[src/rtl/counter_range.sv]
// Bounded up/down counter over [min(A,B), max(A,B)] with wrap or ping-pong behaviour.
// Define COUNTER_RANGE_BOUNCE_EN to build the bounce (ping-pong) mode; otherwise MODE is ignored.
module counter_range #(
  parameter int WIDTH = 4
) (
  input  logic             clk,
  input  logic             reset_p,
  input  logic             EN,
  input  logic             D,
  input  logic             MODE,
  input  logic             LOAD,
  input  logic [WIDTH-1:0] LOAD_VAL,
  input  logic [WIDTH-1:0] A,
  input  logic [WIDTH-1:0] B,
  output logic [WIDTH-1:0] Q,
  output logic             Z_carry,
  output logic             DIR
);

  logic [WIDTH-1:0] cnt_q, cnt_d;
  logic             z_q, z_d;
  logic             dir_q, dir_d;
  logic [WIDTH-1:0] lo, hi;
  logic             dir_eff;

  function automatic logic [WIDTH-1:0] clamp(input logic [WIDTH-1:0] v,
                                             input logic [WIDTH-1:0] l,
                                             input logic [WIDTH-1:0] h);
    if (v < l)      return l;
    else if (v > h) return h;
    else            return v;
  endfunction

`ifdef COUNTER_RANGE_BOUNCE_EN
  assign dir_eff = MODE ? dir_q : D;
`else
  logic unused_mode;
  assign unused_mode = MODE;
  assign dir_eff     = D;
`endif

  always_comb begin
    lo    = (A < B) ? A : B;
    hi    = (A < B) ? B : A;
    cnt_d = cnt_q;
    dir_d = dir_q;
    z_d   = 1'b0;
    if (LOAD) begin
      cnt_d = clamp(LOAD_VAL, lo, hi);
      dir_d = D;
    end else if (EN) begin
      dir_d = dir_eff;
      if ((cnt_q < lo) || (cnt_q > hi)) begin
        // Re-enter the range from the side we are heading toward
        cnt_d = dir_eff ? hi : lo;
      end else if (lo == hi) begin
        cnt_d = lo;
        z_d   = 1'b1;
      end
`ifdef COUNTER_RANGE_BOUNCE_EN
      else if (MODE) begin
        if (!dir_q) begin
          if (cnt_q == hi) begin
            cnt_d = cnt_q - WIDTH'(1);
            dir_d = 1'b1;
            z_d   = 1'b1;
          end else begin
            cnt_d = cnt_q + WIDTH'(1);
          end
        end else begin
          if (cnt_q == lo) begin
            cnt_d = cnt_q + WIDTH'(1);
            dir_d = 1'b0;
            z_d   = 1'b1;
          end else begin
            cnt_d = cnt_q - WIDTH'(1);
          end
        end
      end
`endif
      else begin
        if (!D) begin
          if (cnt_q == hi) begin
            cnt_d = lo;
            z_d   = 1'b1;
          end else begin
            cnt_d = cnt_q + WIDTH'(1);
          end
        end else begin
          if (cnt_q == lo) begin
            cnt_d = hi;
            z_d   = 1'b1;
          end else begin
            cnt_d = cnt_q - WIDTH'(1);
          end
        end
      end
    end
  end

  always_ff @(posedge clk or posedge reset_p) begin
    if (reset_p) begin
      cnt_q <= '0;
      z_q   <= 1'b0;
      dir_q <= 1'b0;
    end else begin
      cnt_q <= cnt_d;
      z_q   <= z_d;
      dir_q <= dir_d;
    end
  end

  assign Q       = cnt_q;
  assign Z_carry = z_q;
  assign DIR     = dir_q;

endmodule

[config.mk]
export PLATFORM = sky130hd
export DESIGN_NAME = counter_range
export DESIGN_NICKNAME = d
export VERILOG_FILES = /design/src/rtl/counter_range.sv
export SDC_FILE = /design/constraint.sdc
export NUM_CORES = 1
export LEC_CHECK = 0
export BUFFER_PORTS_ARGS = -buffer_cell sky130_fd_sc_hd__buf_4
export CAP_MARGIN = 20
export CORE_MARGIN = 8
export CORE_UTILIZATION = 50
export DETAILED_ROUTE_END_ITERATION = 16
export GPL_TIMING_DRIVEN = 0
export HOLD_SLACK_MARGIN = 0.08
export PLACE_DENSITY_LB_ADDON = 0.3
export SYNTH_ARGS = -nofsm -noshare
export SYNTH_HDL_FRONTEND = slang
export SYNTH_SLANG_ARGS = --single-unit
[constraint.sdc]
create_clock -name clk -period 2.67 [get_ports clk]
set_input_delay 0.1335 -clock clk [delete_from_list [all_inputs] [get_ports clk]]
set_output_delay 0.1335 -clock clk [all_outputs]
set_load 0.01 [all_outputs]
Word level (Yosys, flattened, before mapping). Index checks and enable logic that the tools add are counted.

Bits in latches: 0. Bits of input ports: 18. Register bits: 6. ROM bits: 0. Bits in writable memories: 0. Memories: 0.

Equality and inequality tests: 3. $lt $le $gt $ge: 5. Reductions and logical operators: 2. Shift-type cells: 0. Add/sub/neg operators: 2. Multiplexer cells: 21. Multiply operators: 0. Divide/modulo/power cells: 0. Bitwise operators: 0.

Operator list (count): $mux W4 (12); $eq A4 B4 Y1 (3); $lt A4 B4 Y1 (3); $mux W1 (9); $gt A4 B4 Y1 (2); $add A4 B1 Y4 const B (1); $sub A4 B1 Y4 const B (1); $reduce_bool A2 Y1 (1); $logic_or A1 B1 Y1 (1).

Logic depth before layout (Yosys ltp).
Depth in word-level cells: 9. Mapped depth: 15. Depth with buffers taken out: 15.

Least setup slack after synthesis. Ideal clock, no wire load.

Path type: input to register. From: input B[1]. To: register cnt_q[0] (netlist: Q[0]). Data required time: 2.538 ns. Stages: 14. Path buffers: 0. Setup slack: -0.320 ns. Setup time: 0.132 ns. Arrival time: 2.858 ns. Path through: inv_1 -> ha_1 -> nor2b_4 -> o21ai_0 -> nand2_1 -> a21oi_1 -> ha_1 -> nor2b_1 -> o211ai_1 -> a21boi_0 -> nor2_1 -> mux2_2 -> o211ai_1 -> a22oi_1.

Longest elaborated chain between the ends: 9. Elaborated cells between the ends (all ways): 21. Those cells by class: 5 x order compare; 3 x eq/ne; 12 x mux; 1 x reduce/logical.

RTL lines: start, declared (RTL line 14) `input logic [WIDTH-1:0] B,`; $lt A4 B4 Y1 (RTL line 43, 44); $mux W4, on equally long branches (RTL line 44, 43); $eq A4 B4 Y1, on equally long branches (RTL line 83, 90); $mux W4, on equally long branches (RTL line 83, 90); $mux W4 (RTL line 82) `if (!D) begin`; $mux W4 (RTL line 56) `end else if (lo == hi) begin`; $mux W4 (RTL line 53) `if ((cnt_q < lo) || (cnt_q > hi)) begin`; $mux W4 (RTL line 51) `end else if (EN) begin`; $mux W4 (*) (RTL line 48) `if (LOAD) begin`; end signal, assigned (RTL line 107) `cnt_q <= cnt_d;`; end, declared (RTL line 20) `logic [WIDTH-1:0] cnt_q, cnt_d;`.

Mark *: on every way between the ends. The rest lies on a longest branch, timed or not. The select of a mux whose other input is x is not followed. A chain may end at the register's enable or synchronous reset.

Worst setup path in the final report.
From: input B[2]. To: register cnt_q[2] (netlist: Q[2]).

The elaborated chain is that of the path after synthesis.

==> flow_metrics.tcl <==
set metrics [dict create \
    failed_checks "negative setup slack" \
    wl_met3_microns 341 \
    worstReg2RegStart "Q[1]$_DFFE_PP0P_" \
    dr.max_layer_used "met4" \
    fp.dieArea_sq_um 4359 \
    viasPerCell 6.361 \
    grt_use_total_pct 17.46 \
    die_h_microns 66.03 \
    cts.clk_slew.worst_paths_ps 50 \
    layout_commonest_cell "buf_4" \
    port_buffers 22 \
    first_pass_iters 4 \
    outcome "complete, but fails checks" \
    critPathLaunch "B[2]" \
    ys_seq_elements 6 \
    syn_nets 200 \
    synth.area.top_cells "ha_1 23%, dfrtp_1 12%, inv_1 4.2%" \
    crit_fanout 5 \
    power.leakage_nw 0.8453 \
    setup-tns-final_ps -146.1 \
    critPathKind "input pin to flip-flop" \
    place_hpwl_mm 2.908 \
    placed_area_sq_um 1480 \
    layout-drive-gt1-share_pct 42.13 \
    fin_hold_ws_ps 127.9 \
    via_count 1444 \
    clock_skew_ps 4.830 \
    cp_data_required_time_ps 2790 \
    clkSinkCount 6 \
    power_density_nw_per_um2 577.0 \
    core_area_sq_um 2432 \
    synth_area_leader_cell "ha_1" \
    synth.top_cell.area_share_pct 23.00 \
    final_nets 240 \
    avgSynthCellArea_sq_um 7.869 \
    fin_crit_sh_pct 103.0 \
    ys.flop_type "dfrtp_1" \
    start_util_pct 51.44 \
    ys_seq_area_share_pct 12.00 \
    synth_edf_count 0 \
    cts-buffers-inserted 3 \
    dieWidth_microns 66.03 \
    fin_ws_ps -80.21 \
    hold_depth 2 \
    final_antenna_net_count 0 \
    synth_cell_types 43 \
    syn_area_sq_um 1251 \
    htreeDepth 1 \
    grt_pass1_vias 1393 \
    finalSetupViolations 2 \
    crit_path_max_incr_delay_ps 320 \
    finalWirelength_mm 4.549 \
    hp-class "input pin to flip-flop" \
    total_power_mw 1.110 \
    routabilityCongestion 0.9502 \
    nFillCells 145 \
    worstRegToRegCells 8 \
    cts_tree "yes" \
    yosys_warnings 0 \
    synthToLayoutAreaGrowth_pct 53.80 \
    hold_viol 0 \
    fin_util_pct 79.12 \
    wl_met2_mm 2.387 \
    antenna_found_initial 0 \
    io_pins 24 \
    ir_drop_mv 0.5001 \
    fmax_mhz 363.6 \
    row_count 18 \
    grt_pass1_wl_mm 6.258 \
    worst_setup_path_start_kind "input pin" \
    clockBufferDepth 2 \
    end_kind "flip-flop" \
    drc_errors 0 \
    clk_latency_ps 250 \
    post-place-ws_ps -621.7 \
    post_drt_wl_per_cell_microns 20.04 \
    place_inst 211 \
    grt_start_max_net_pins 11 \
    fin_cells 227 \
    path_cells "buf_4, inv_1, ha_4, nor2b_4, o21a_4, buf_4, nor3_2, a21oi_4, ha_4, nand4_1, o21a_1, a211oi_1, a2111oi_1, a211oi_1, o21ai_0" \
    layout_common_cells "32 x buf_4, 17 x ha_1, 11 x inv_1, 9 x nor2_1" \
    final_area_sq_um 1924 \
    report.final.slew_viol_count 0 \
    cp.arrival_ps 2870 \
    drv_cap 0 \
    slew_headroom_pct 66.44 \
    cts-root-buf "clkbuf_4" \
    grt_overflow_total 0 \
    tightest_slew_ps 490.7 \
    synth_async_sr_flop_share_pct 100.0 \
    netlist_instances 159 \
    rsz0062_at_grt "yes" \
    num_antenna_cells 0 \
    wl_met1_mm 1.732 \
    finalCriticalPeriod_ps 2750 \
    critPathSlowestCell "a211oi_1" \
    initialDrtViolationCount 156 \
    hp-start "LOAD" \
]
-- power breakdown --
group | internal [mW] | leakage, nW | switching, mW | total (mW)
logic | 0.424 | 0.758 | 0.428 | 0.852
clock network | 0.0511 | 0.0138 | 0.0365 | 0.0876
registers | 0.112 | 0.0731 | 0.0583 | 0.171
-- final timing paths --
| check | slack, ps | endpoint |
|---|---|---|
| setup / recovery | -80 | Q[2]$_DFFE_PP0P_ |
| hold / removal | 130 | Q[0]$_DFFE_PP0P_ |
| setup reg to reg | 360 | Q[1]$_DFFE_PP0P_ |
| hold reg to reg | 540 | DIR$_DFFE_PP0P_ |
| max in group asynchronous | 2110 | Z_carry$_DFF_PP0_ |
| min in group asynchronous | 370 | Q[2]$_DFFE_PP0P_ |
-- state kept, by name (all words and copies together) (netlist names) --
| register | flops |
|---|---|
| Q | 4 |
| Z_carry | 1 |
| DIR | 1 |
-- worst max-delay path: cells and delay by family --
family	cells	cell delay (ps)
AOI/OAI and AO/OA	7	1330
buffers and inverters	3	400
adders and majority gates	2	500
and+or+nand+nor	3	480
-- cell type report --
cell class | instances | area [sq um] | area share (%)
Multi-Input combinational cell | 137 | 1354 | 70.35
Timing Repair Buffer | 35 | 285.3 | 14.82
Sequential cell | 6 | 150.1 | 7.802
Inverter | 14 | 60.06 | 3.121
Tap cell | 30 | 37.54 | 1.951
Clock buffer | 3 | 22.52 | 1.170
Buffer | 2 | 15.01 | 0.7802
-- logic make-up (layout without fill, tap and decap cells) --
kind of cell	Yosys count	after routing	share of synthesized area, %
adders and majority gates	23	23	23.00
buffers and inverters	16	54	5.400
and+or+nand+nor	51	51	22.00
muxes	8	8	6.800
DFF	6	6	12.00
xor gates and xnor gates	2	2	1.400
AOI/OAI and AO/OA	53	53	29.40
-- per-layer routing --
| layer | vias up | global-route usage [%] |
|---|---|---|
| met5 | - | 0 |
| met4 | 0 | 4.267 |
| met3 | 10 | 3.390 |
| met2 | 78 | 31.18 |
| met1 | 672 | 20.76 |
| li1 | 684 | - |
-- what timing repair did --
action | CTS | global route
gates resized for setup | 35 | 31
setup buffers | 2 | 10
pin swaps | 10 | 16
hold buffers | 1 | 0
endpoints found under the setup margin | 4 | 4
endpoints found under the hold margin | 6 | 0
-- cell usage after synthesis, drive strengths merged (3+ instances only) --
| library cell | instances |
|---|---|
| o211ai | 4 |
| nor2b | 7 |
| a211oi | 5 |
| o21a | 3 |
| dfrtp | 6 |
| mux2 | 4 |
| mux2i | 4 |
| nor2 | 12 |
| o21ai | 9 |
| inv | 14 |
| nand3 | 6 |
| a21oi | 10 |
| and2 | 3 |
| a2111oi | 5 |
| nor3 | 6 |
| a21o | 3 |
| nand2 | 6 |
| ha | 23 |
(Power assumes the default switching activity.)
